==> src/rtl/pred_pkg.sv <==
// -----------------------------------------------------------------------------
// pred_pkg
// Shared definitions for the branch prediction table controller.
//   LINE_W        : table index width (depth = 2**LINE_W)
//   CNT_*         : 2-bit saturating counter encoding
//   upd_t         : queued outcome update {line, taken}
//   state_t       : controller FSM states
//   grant_t       : per-cycle table port owner in RUN
//   sat_next()    : saturating counter step, never wraps
// -----------------------------------------------------------------------------
package pred_pkg;

   localparam int LINE_W = 7;

   localparam logic [1:0] CNT_SNT = 2'd0;  // strong not-taken
   localparam logic [1:0] CNT_WNT = 2'd1;  // weak not-taken
   localparam logic [1:0] CNT_WT  = 2'd2;  // weak taken
   localparam logic [1:0] CNT_ST  = 2'd3;  // strong taken

   typedef struct packed {
      logic [LINE_W-1:0] line;
      logic              taken;
   } upd_t;

   typedef enum logic {
      ST_INIT,
      ST_RUN
   } state_t;

   typedef enum logic [1:0] {
      GNT_IDLE,
      GNT_LOOKUP,
      GNT_UPDATE
   } grant_t;

   // Explicit per-state table so the ends of the range hold instead of wrapping.
   function automatic logic [1:0] sat_next(input logic [1:0] cnt, input logic taken);
      case (cnt)
         CNT_SNT: return taken ? CNT_WNT : CNT_SNT;
         CNT_WNT: return taken ? CNT_WT  : CNT_SNT;
         CNT_WT:  return taken ? CNT_ST  : CNT_WNT;
         default: return taken ? CNT_ST  : CNT_WT;
      endcase
   endfunction

endpackage

==> src/rtl/pred_table_ctrl_if.sv <==
// -----------------------------------------------------------------------------
// pred_table_ctrl_if
// Request/response bundle between the pipeline and the prediction table
// controller.
//   lookup_valid/lookup_line   -> prediction request
//   lookup_ready/pred_cnt/pred_taken <- grant and counter read in grant cycle
//   upd_valid/upd_line/upd_taken -> resolved-branch update
//   upd_ready                  <- update accepted into the queue
//   init_busy                  <- table init sweep in progress
// master: pipeline side, slave: controller side.
// -----------------------------------------------------------------------------
interface pred_table_ctrl_if #(
   parameter int LINE_W = pred_pkg::LINE_W
);
   import pred_pkg::*;

   logic              lookup_valid;
   logic [LINE_W-1:0] lookup_line;
   logic              lookup_ready;
   logic [1:0]        pred_cnt;
   logic              pred_taken;
   logic              upd_valid;
   logic [LINE_W-1:0] upd_line;
   logic              upd_taken;
   logic              upd_ready;
   logic              init_busy;

   modport master (
      output lookup_valid, lookup_line, upd_valid, upd_line, upd_taken,
      input  lookup_ready, pred_cnt, pred_taken, upd_ready, init_busy
   );

   modport slave (
      input  lookup_valid, lookup_line, upd_valid, upd_line, upd_taken,
      output lookup_ready, pred_cnt, pred_taken, upd_ready, init_busy
   );

endinterface

==> src/rtl/pred_upd_fifo.sv <==
// -----------------------------------------------------------------------------
// pred_upd_fifo
// Two-entry FIFO holding outcome updates until the table port is free.
//   clk, reset (async, active-high)
//   push, push_data  : enqueue (taken when not full, or when popping this cycle)
//   pop              : dequeue head (ignored when empty)
//   head             : oldest entry, valid when !empty
//   full, empty      : occupancy flags
// -----------------------------------------------------------------------------
module pred_upd_fifo
   import pred_pkg::*;
(
   input  logic clk,
   input  logic reset,
   input  logic push,
   input  upd_t push_data,
   input  logic pop,
   output upd_t head,
   output logic full,
   output logic empty
);

   logic [1:0] count;
   logic       wr_ptr;
   logic       rd_ptr;
   logic       push_ok;
   logic       pop_ok;
   upd_t       mem [2];

   assign full    = (count == 2'd2);
   assign empty   = (count == 2'd0);
   assign pop_ok  = pop && !empty;
   // When full, a simultaneous pop frees the head slot, which is the write slot.
   assign push_ok = push && (!full || pop_ok);
   assign head    = mem[rd_ptr];

   // NOTE: sequential state uses non-blocking assignments so every register
   // samples pre-edge values regardless of statement order.
   always_ff @(posedge clk or posedge reset) begin
      if (reset) begin
         count  <= 2'd0;
         wr_ptr <= 1'b0;
         rd_ptr <= 1'b0;
      end else begin
         if (push_ok) wr_ptr <= ~wr_ptr;
         if (pop_ok)  rd_ptr <= ~rd_ptr;
         count <= count + 2'(push_ok) - 2'(pop_ok);
      end
   end

   // NOTE: storage is not reset; count alone decides which slots are valid,
   // so a reset flush only needs the pointers and count.
   always_ff @(posedge clk) begin
      if (push_ok) mem[wr_ptr] <= push_data;
   end

endmodule

==> src/rtl/pred_table_ctrl.sv <==
// -----------------------------------------------------------------------------
// pred_table_ctrl
// Owns the single port of the 2-bit saturating-counter prediction table.
// After reset it sweeps INIT_VAL into every line, then arbitrates the port
// each cycle between prediction lookups and queued outcome updates.
//   clk, reset (async, active-high)
//   bus      : pred_table_ctrl_if.slave (lookup / update handshakes, init_busy)
//   tbl_line : table address
//   tbl_din  : table write data, written unconditionally every clk
//   tbl_dout : table combinational read data at tbl_line
// -----------------------------------------------------------------------------
module pred_table_ctrl #(
   parameter int         LINE_W   = pred_pkg::LINE_W,
   parameter logic [1:0] INIT_VAL = pred_pkg::CNT_WNT
) (
   input  logic              clk,
   input  logic              reset,
   pred_table_ctrl_if.slave  bus,
   output logic [LINE_W-1:0] tbl_line,
   output logic [1:0]        tbl_din,
   input  logic [1:0]        tbl_dout
);
   import pred_pkg::*;

   localparam logic [LINE_W-1:0] LAST_IDX = '1;

   state_t            state, state_nxt;
   logic [LINE_W-1:0] idx, idx_nxt;
   grant_t            grant;
   upd_t              push_data;
   upd_t              head;
   logic              push;
   logic              pop;
   logic              full;
   logic              empty;

   assign push      = bus.upd_valid && bus.upd_ready;
   assign push_data = '{line: bus.upd_line, taken: bus.upd_taken};

   // Lookup is zero-latency: the read for the granted line is on tbl_dout now.
   assign bus.pred_cnt   = tbl_dout;
   assign bus.pred_taken = tbl_dout[1];

   pred_upd_fifo u_fifo (
      .clk       (clk),
      .reset     (reset),
      .push      (push),
      .push_data (push_data),
      .pop       (pop),
      .head      (head),
      .full      (full),
      .empty     (empty)
   );

   always_ff @(posedge clk or posedge reset) begin
      if (reset) begin
         state <= ST_INIT;
         idx   <= '0;
      end else begin
         state <= state_nxt;
         idx   <= idx_nxt;
      end
   end

   always_comb begin
      // NOTE: every signal written here gets a default first, so no branch
      // of the case can leave one unassigned and infer a latch.
      state_nxt        = state;
      idx_nxt          = idx;
      grant            = GNT_IDLE;
      pop              = 1'b0;
      bus.init_busy    = 1'b0;
      bus.lookup_ready = 1'b0;
      bus.upd_ready    = 1'b0;
      // The table writes every cycle, so the idle choice is a no-change write-back.
      tbl_line         = bus.lookup_line;
      tbl_din          = tbl_dout;

      case (state)
         ST_INIT: begin
            bus.init_busy = 1'b1;
            tbl_line      = idx;
            tbl_din       = INIT_VAL;
            idx_nxt       = idx + LINE_W'(1);
            if (idx == LAST_IDX) state_nxt = ST_RUN;
         end

         ST_RUN: begin
            // A pop does not free a slot for this cycle's push; ready looks at full only.
            bus.upd_ready = !full;
            // A full queue outranks lookups so updates cannot be starved forever.
            if (full)                  grant = GNT_UPDATE;
            else if (bus.lookup_valid) grant = GNT_LOOKUP;
            else if (!empty)           grant = GNT_UPDATE;

            case (grant)
               GNT_LOOKUP: bus.lookup_ready = 1'b1;
               GNT_UPDATE: begin
                  tbl_line = head.line;
                  tbl_din  = sat_next(tbl_dout, head.taken);
                  pop      = 1'b1;
               end
               default: ;
            endcase
         end

         default: state_nxt = ST_INIT;
      endcase
   end

endmodule
==> src/flat_wrapper.sv <==
// flat-port wrapper written by rule: the top's interface ports become plain ports
module pred_table_ctrl_flat import pred_pkg::*;
#(
   parameter int         LINE_W   = pred_pkg::LINE_W,
   parameter logic [1:0] INIT_VAL = pred_pkg::CNT_WNT
)
  (clk, reset, tbl_line, tbl_din, tbl_dout, bus_lookup_valid, bus_lookup_line, bus_upd_valid, bus_upd_line, bus_upd_taken, bus_lookup_ready, bus_pred_cnt, bus_pred_taken, bus_upd_ready, bus_init_busy);
  pred_table_ctrl_if #(.LINE_W(LINE_W)) bus_i ();
  input  logic clk;
  input  logic reset;
  output logic [LINE_W-1:0] tbl_line;
  output logic [1:0] tbl_din;
  input  logic [1:0] tbl_dout;
  input wire logic [$bits(bus_i.lookup_valid)-1:0] bus_lookup_valid;
  input wire logic [$bits(bus_i.lookup_line)-1:0] bus_lookup_line;
  input wire logic [$bits(bus_i.upd_valid)-1:0] bus_upd_valid;
  input wire logic [$bits(bus_i.upd_line)-1:0] bus_upd_line;
  input wire logic [$bits(bus_i.upd_taken)-1:0] bus_upd_taken;
  output wire logic [$bits(bus_i.lookup_ready)-1:0] bus_lookup_ready;
  output wire logic [$bits(bus_i.pred_cnt)-1:0] bus_pred_cnt;
  output wire logic [$bits(bus_i.pred_taken)-1:0] bus_pred_taken;
  output wire logic [$bits(bus_i.upd_ready)-1:0] bus_upd_ready;
  output wire logic [$bits(bus_i.init_busy)-1:0] bus_init_busy;
  assign bus_i.lookup_valid = bus_lookup_valid;
  assign bus_i.lookup_line = bus_lookup_line;
  assign bus_i.upd_valid = bus_upd_valid;
  assign bus_i.upd_line = bus_upd_line;
  assign bus_i.upd_taken = bus_upd_taken;
  assign bus_lookup_ready = bus_i.lookup_ready;
  assign bus_pred_cnt = bus_i.pred_cnt;
  assign bus_pred_taken = bus_i.pred_taken;
  assign bus_upd_ready = bus_i.upd_ready;
  assign bus_init_busy = bus_i.init_busy;
  pred_table_ctrl #(.LINE_W(LINE_W), .INIT_VAL(INIT_VAL)) u_core (.clk(clk), .reset(reset), .bus(bus_i), .tbl_line(tbl_line), .tbl_din(tbl_din), .tbl_dout(tbl_dout));
endmodule
==> config.mk <==
export PLATFORM = sky130hd
export DESIGN_NAME = pred_table_ctrl_flat
export DESIGN_NICKNAME = d
export VERILOG_FILES = /design/src/rtl/pred_pkg.sv /design/src/rtl/pred_table_ctrl_if.sv /design/src/rtl/pred_upd_fifo.sv /design/src/rtl/pred_table_ctrl.sv /design/src/flat_wrapper.sv
export SDC_FILE = /design/constraint.sdc
export NUM_CORES = 1
export LEC_CHECK = 0
export ABC_AREA = 1
export ABC_CLOCK_PERIOD_IN_PS = 3500
export BUFFER_PORTS_ARGS = -buffer_cell sky130_fd_sc_hd__clkbuf_2
export CORE_MARGIN = 10
export CORE_UTILIZATION = 55
export CTS_BUF_LIST = sky130_fd_sc_hd__clkbuf_8
export DETAILED_ROUTE_END_ITERATION = 12
export PLACE_DENSITY = 0.85
export SETUP_SLACK_MARGIN = 0.05
export SKIP_LAST_GASP = 1
export SLEW_MARGIN = 10
export SYNTH_ARGS = -nofsm -noshare
export SYNTH_HDL_FRONTEND = slang
export SYNTH_SLANG_ARGS = --single-unit
==> constraint.sdc <==
create_clock -name clk -period 3.5 [get_ports clk]
set_input_delay 0.175 -clock clk [delete_from_list [all_inputs] [get_ports clk]]
set_output_delay 0.175 -clock clk [all_outputs]
set_load 0.005 [all_outputs]
==> impl_metrics.tcl <==
set metrics [dict create \
    instances_no_fill 223 \
    rsz0062_at_grt "no" \
    setup_violations 0 \
    avgViaCountPerCell 4.951 \
    fmax_mhz 534.9 \
    topRoutingLayerUsed "met4" \
    grt_pass1_wl_um 5285 \
    syn-num-nets 183 \
    power_density_nw_per_um2 371.3 \
    grt_pass1_vias 1201 \
    clock_skew_ns 0.003590 \
    timing.rr.start "u_core.state$_DFF_PP0_" \
    die_area_um2 5024 \
    whs_path_depth 1 \
    relSlewSlack_pct 54.24 \
    numPlacedInstances 218 \
    post-synth-top-area-cell "edfxtp_1" \
    min_path_type "input port to register" \
    vdd_ir_drop_max_v 0.0003283 \
    finalCriticalPeriod_ns 1.869 \
    r2r_cells 6 \
    end_kind "register" \
    layout-drive-gt1-share_pct 23.83 \
    antenna_found_initial 0 \
    place_congestion 0.8541 \
    start_util_pct 57.47 \
    netlist_top_cells_area "edfxtp_1 (34%), dfrtp_1 (21%), nand2_1 (11%), inv_1 (5.5%), nand3_1 (4.9%)" \
    ys_warn_count 0 \
    drv_slew 0 \
    cts-htree-levels 1 \
    tightestPinTransition_ns 0.6839 \
    diodes 0 \
    synthArstFlopShare_pct 42.86 \
    yosys_register_bits 28 \
    critPathLaunchType "register" \
    core.rowCount 18 \
    wl_um 2964 \
    holdPathEnd "u_core.u_fifo.mem[0][3]$_DFFE_PP_" \
    met1_length_um 1186 \
    overflow 0 \
    dr_wl_met3_um 344 \
    synth_cell_types 21 \
    nets 218 \
    grt_max_degree 17 \
    vias 1104 \
    die_w_um 70.88 \
    syn_inst 159 \
    worstPathRequired_ns 3.69 \
    coreArea_um2 2477 \
    clk_pin_slew_ns 0.09 \
    maxCapViolCount 0 \
    track_usage_pct 12.51 \
    synth.avg_cell_area_um2 8.955 \
    clk_path_buf_depth 2 \
    drtPass1Iterations 4 \
    mappedNetlistArea_um2 1424 \
    critical_path_arrival_ns 2.06 \
    avgRoutedWirePerCell_um 13.29 \
    crit_type "register to register" \
    wl_met2_um 1378 \
    outcome "finished, final reports clean" \
    fin_crit_sh_pct 53.41 \
    crit_fanout 13 \
    hp-start "bus_upd_line[2]" \
    area_growth_pct 17.57 \
    synth_most_common_cell "nand2_1" \
    synth_edf_count 16 \
    drt_iter0_drc 81 \
    synth_top_area_share_pct 33.74 \
    tritoncts "done" \
    cts_sinks 28 \
    cts_buffers 3 \
    portBuffers 35 \
    ys.flop_type "edfxtp_1" \
    dp_hpwl_um 2306 \
    dieHeight_um 70.88 \
    synthTopCellsByCount "nand2_1 (42), inv_1 (21), nor2_1 (18), edfxtp_1 (16), nand3_1 (14)" \
    post-route-drc-count 0 \
    ant_nets 0 \
    ys_seq_area_share_pct 54.83 \
    io_pins 36 \
    worstSkewPairLatency_ns 0.27 \
    rrSetupSlack_ns 1.63 \
    p_leak_nw 0.8518 \
    finalHoldViolations 0 \
    timing.setup.tns_ns 0 \
    final_core_util_pct 67.58 \
    r2r_end "u_core.u_fifo.count[1]$_DFF_PP0_" \
    root_buffer "clkbuf_8" \
]
worst max path at each step:
stage	depth (start not counted)	slack (ns)	startpoint	end
after CTS	6	1.61	u_core.state$_DFF_PP0_	u_core.u_fifo.count[1]$_DFF_PP0_
after detailed placement	2	1.66	u_core.state$_DFF_PP0_	u_core.u_fifo.mem[0][7]$_DFFE_PP_
after global placement	6	1.79	u_core.state$_DFF_PP0_	u_core.u_fifo.count[1]$_DFF_PP0_
after global routing	6	1.48	u_core.state$_DFF_PP0_	u_core.u_fifo.count[1]$_DFF_PP0_
final	6	1.63	u_core.state$_DFF_PP0_	u_core.u_fifo.count[1]$_DFF_PP0_
after floorplan	10	1.94	u_core.u_fifo.count[0]$_DFF_PP0_	u_core.u_fifo.count[1]$_DFF_PP0_
critical path, cell delays in order (launching register included):
cell and delay [ns]:
dfrtp_1 0.62, nand3_1 0.26, ha_1 0.35, inv_1 0.04, ha_1 0.18, xnor2_1 0.17, xor2_1 0.18
per-stage QoR:
step | hold WS, ns | power (mW) | area (um^2) | worst slack (ns)
after global placement | 0.1775 | 0.3782 | 1593 | 1.792
after detailed placement | 0.1929 | 0.3793 | 1593 | 1.656
final | 0.09036 | 0.6216 | 1674 | 1.631
after floorplan | 0.03970 | 0.3656 | 1424 | 1.943
after CTS | 0.08745 | 0.6255 | 1674 | 1.614
after global routing | 0.07834 | 0.6436 | 1674 | 1.482
state kept, by name (all words and copies together) (netlist names):
name	cells
u_core.u_fifo.mem	16
u_core.u_fifo.wr_ptr	1
u_core.idx	7
u_core.u_fifo.count	2
u_core.u_fifo.rd_ptr	1
u_core.state	1
cells in the final DEF, fill, tap and decap left out:
cell	Yosys	layout
dfrtp_1	12	12
nand3_1	14	14
edfxtp_1	16	16
o21ai_1	3	3
nand2_1	42	42
nand2_2	3	3
inv_1	21	21
nand4_1	1	1
nand2_4	1	1
bufinv_16	0	1
xor2_1	7	7
nor2_2	1	1
clkbuf_2	0	35
o21ai_0	4	4
nor2_1	18	18
dlygate4sd3_1	0	1
clkbuf_8	0	3
inv_2	1	1
inv_6	1	1
a21oi_1	2	2
xnor2_1	3	3
ha_1	3	3
what timing repair did:
action | in CTS | in global routing
setup endpoints to repair | 0 | 0
buffers inserted | 0 | 0
gates resized for setup | 0 | 0
hold buffers | 1 | 0
endpoints found under the hold margin | 12 | 0
cell families (layout without fill, tap and decap cells):
| group | Yosys count | count (layout) | share of synthesized area, % |
|---|---|---|---|
| simple gates | 80 | 80 | 23.73 |
| buf+inv | 29 | 63 | 9.490 |
| flops | 28 | 28 | 54.83 |
| xor+xnor | 10 | 10 | 6.152 |
| compound gates | 9 | 9 | 3.163 |
| fa+ha+maj | 3 | 3 | 2.636 |
report_power, final:
part	internal [mW]	switching [mW]
clock	0.153	0.0960
combinational	0.0117	0.0121
sequential	0.349	0
cell type report:
class                      instances  area [um^2]
sequential                        28        780.7
tap                               30        37.54
clock inverter                     1        30.03
multi-input combinational        102        508.0
timing repair buffer              36        185.2
inverter                          23        91.34
clock buffer                       3        41.29
fill                             188        803.3
metal layers:
layer / track usage (%) / vias up
met2: 20.08 / 45
li1: - / 561
met4: 5.806 / 0
met1: 13.97 / 492
met5: 0 / -
met3: 5.439 / 6
(Power assumes the default switching activity.)
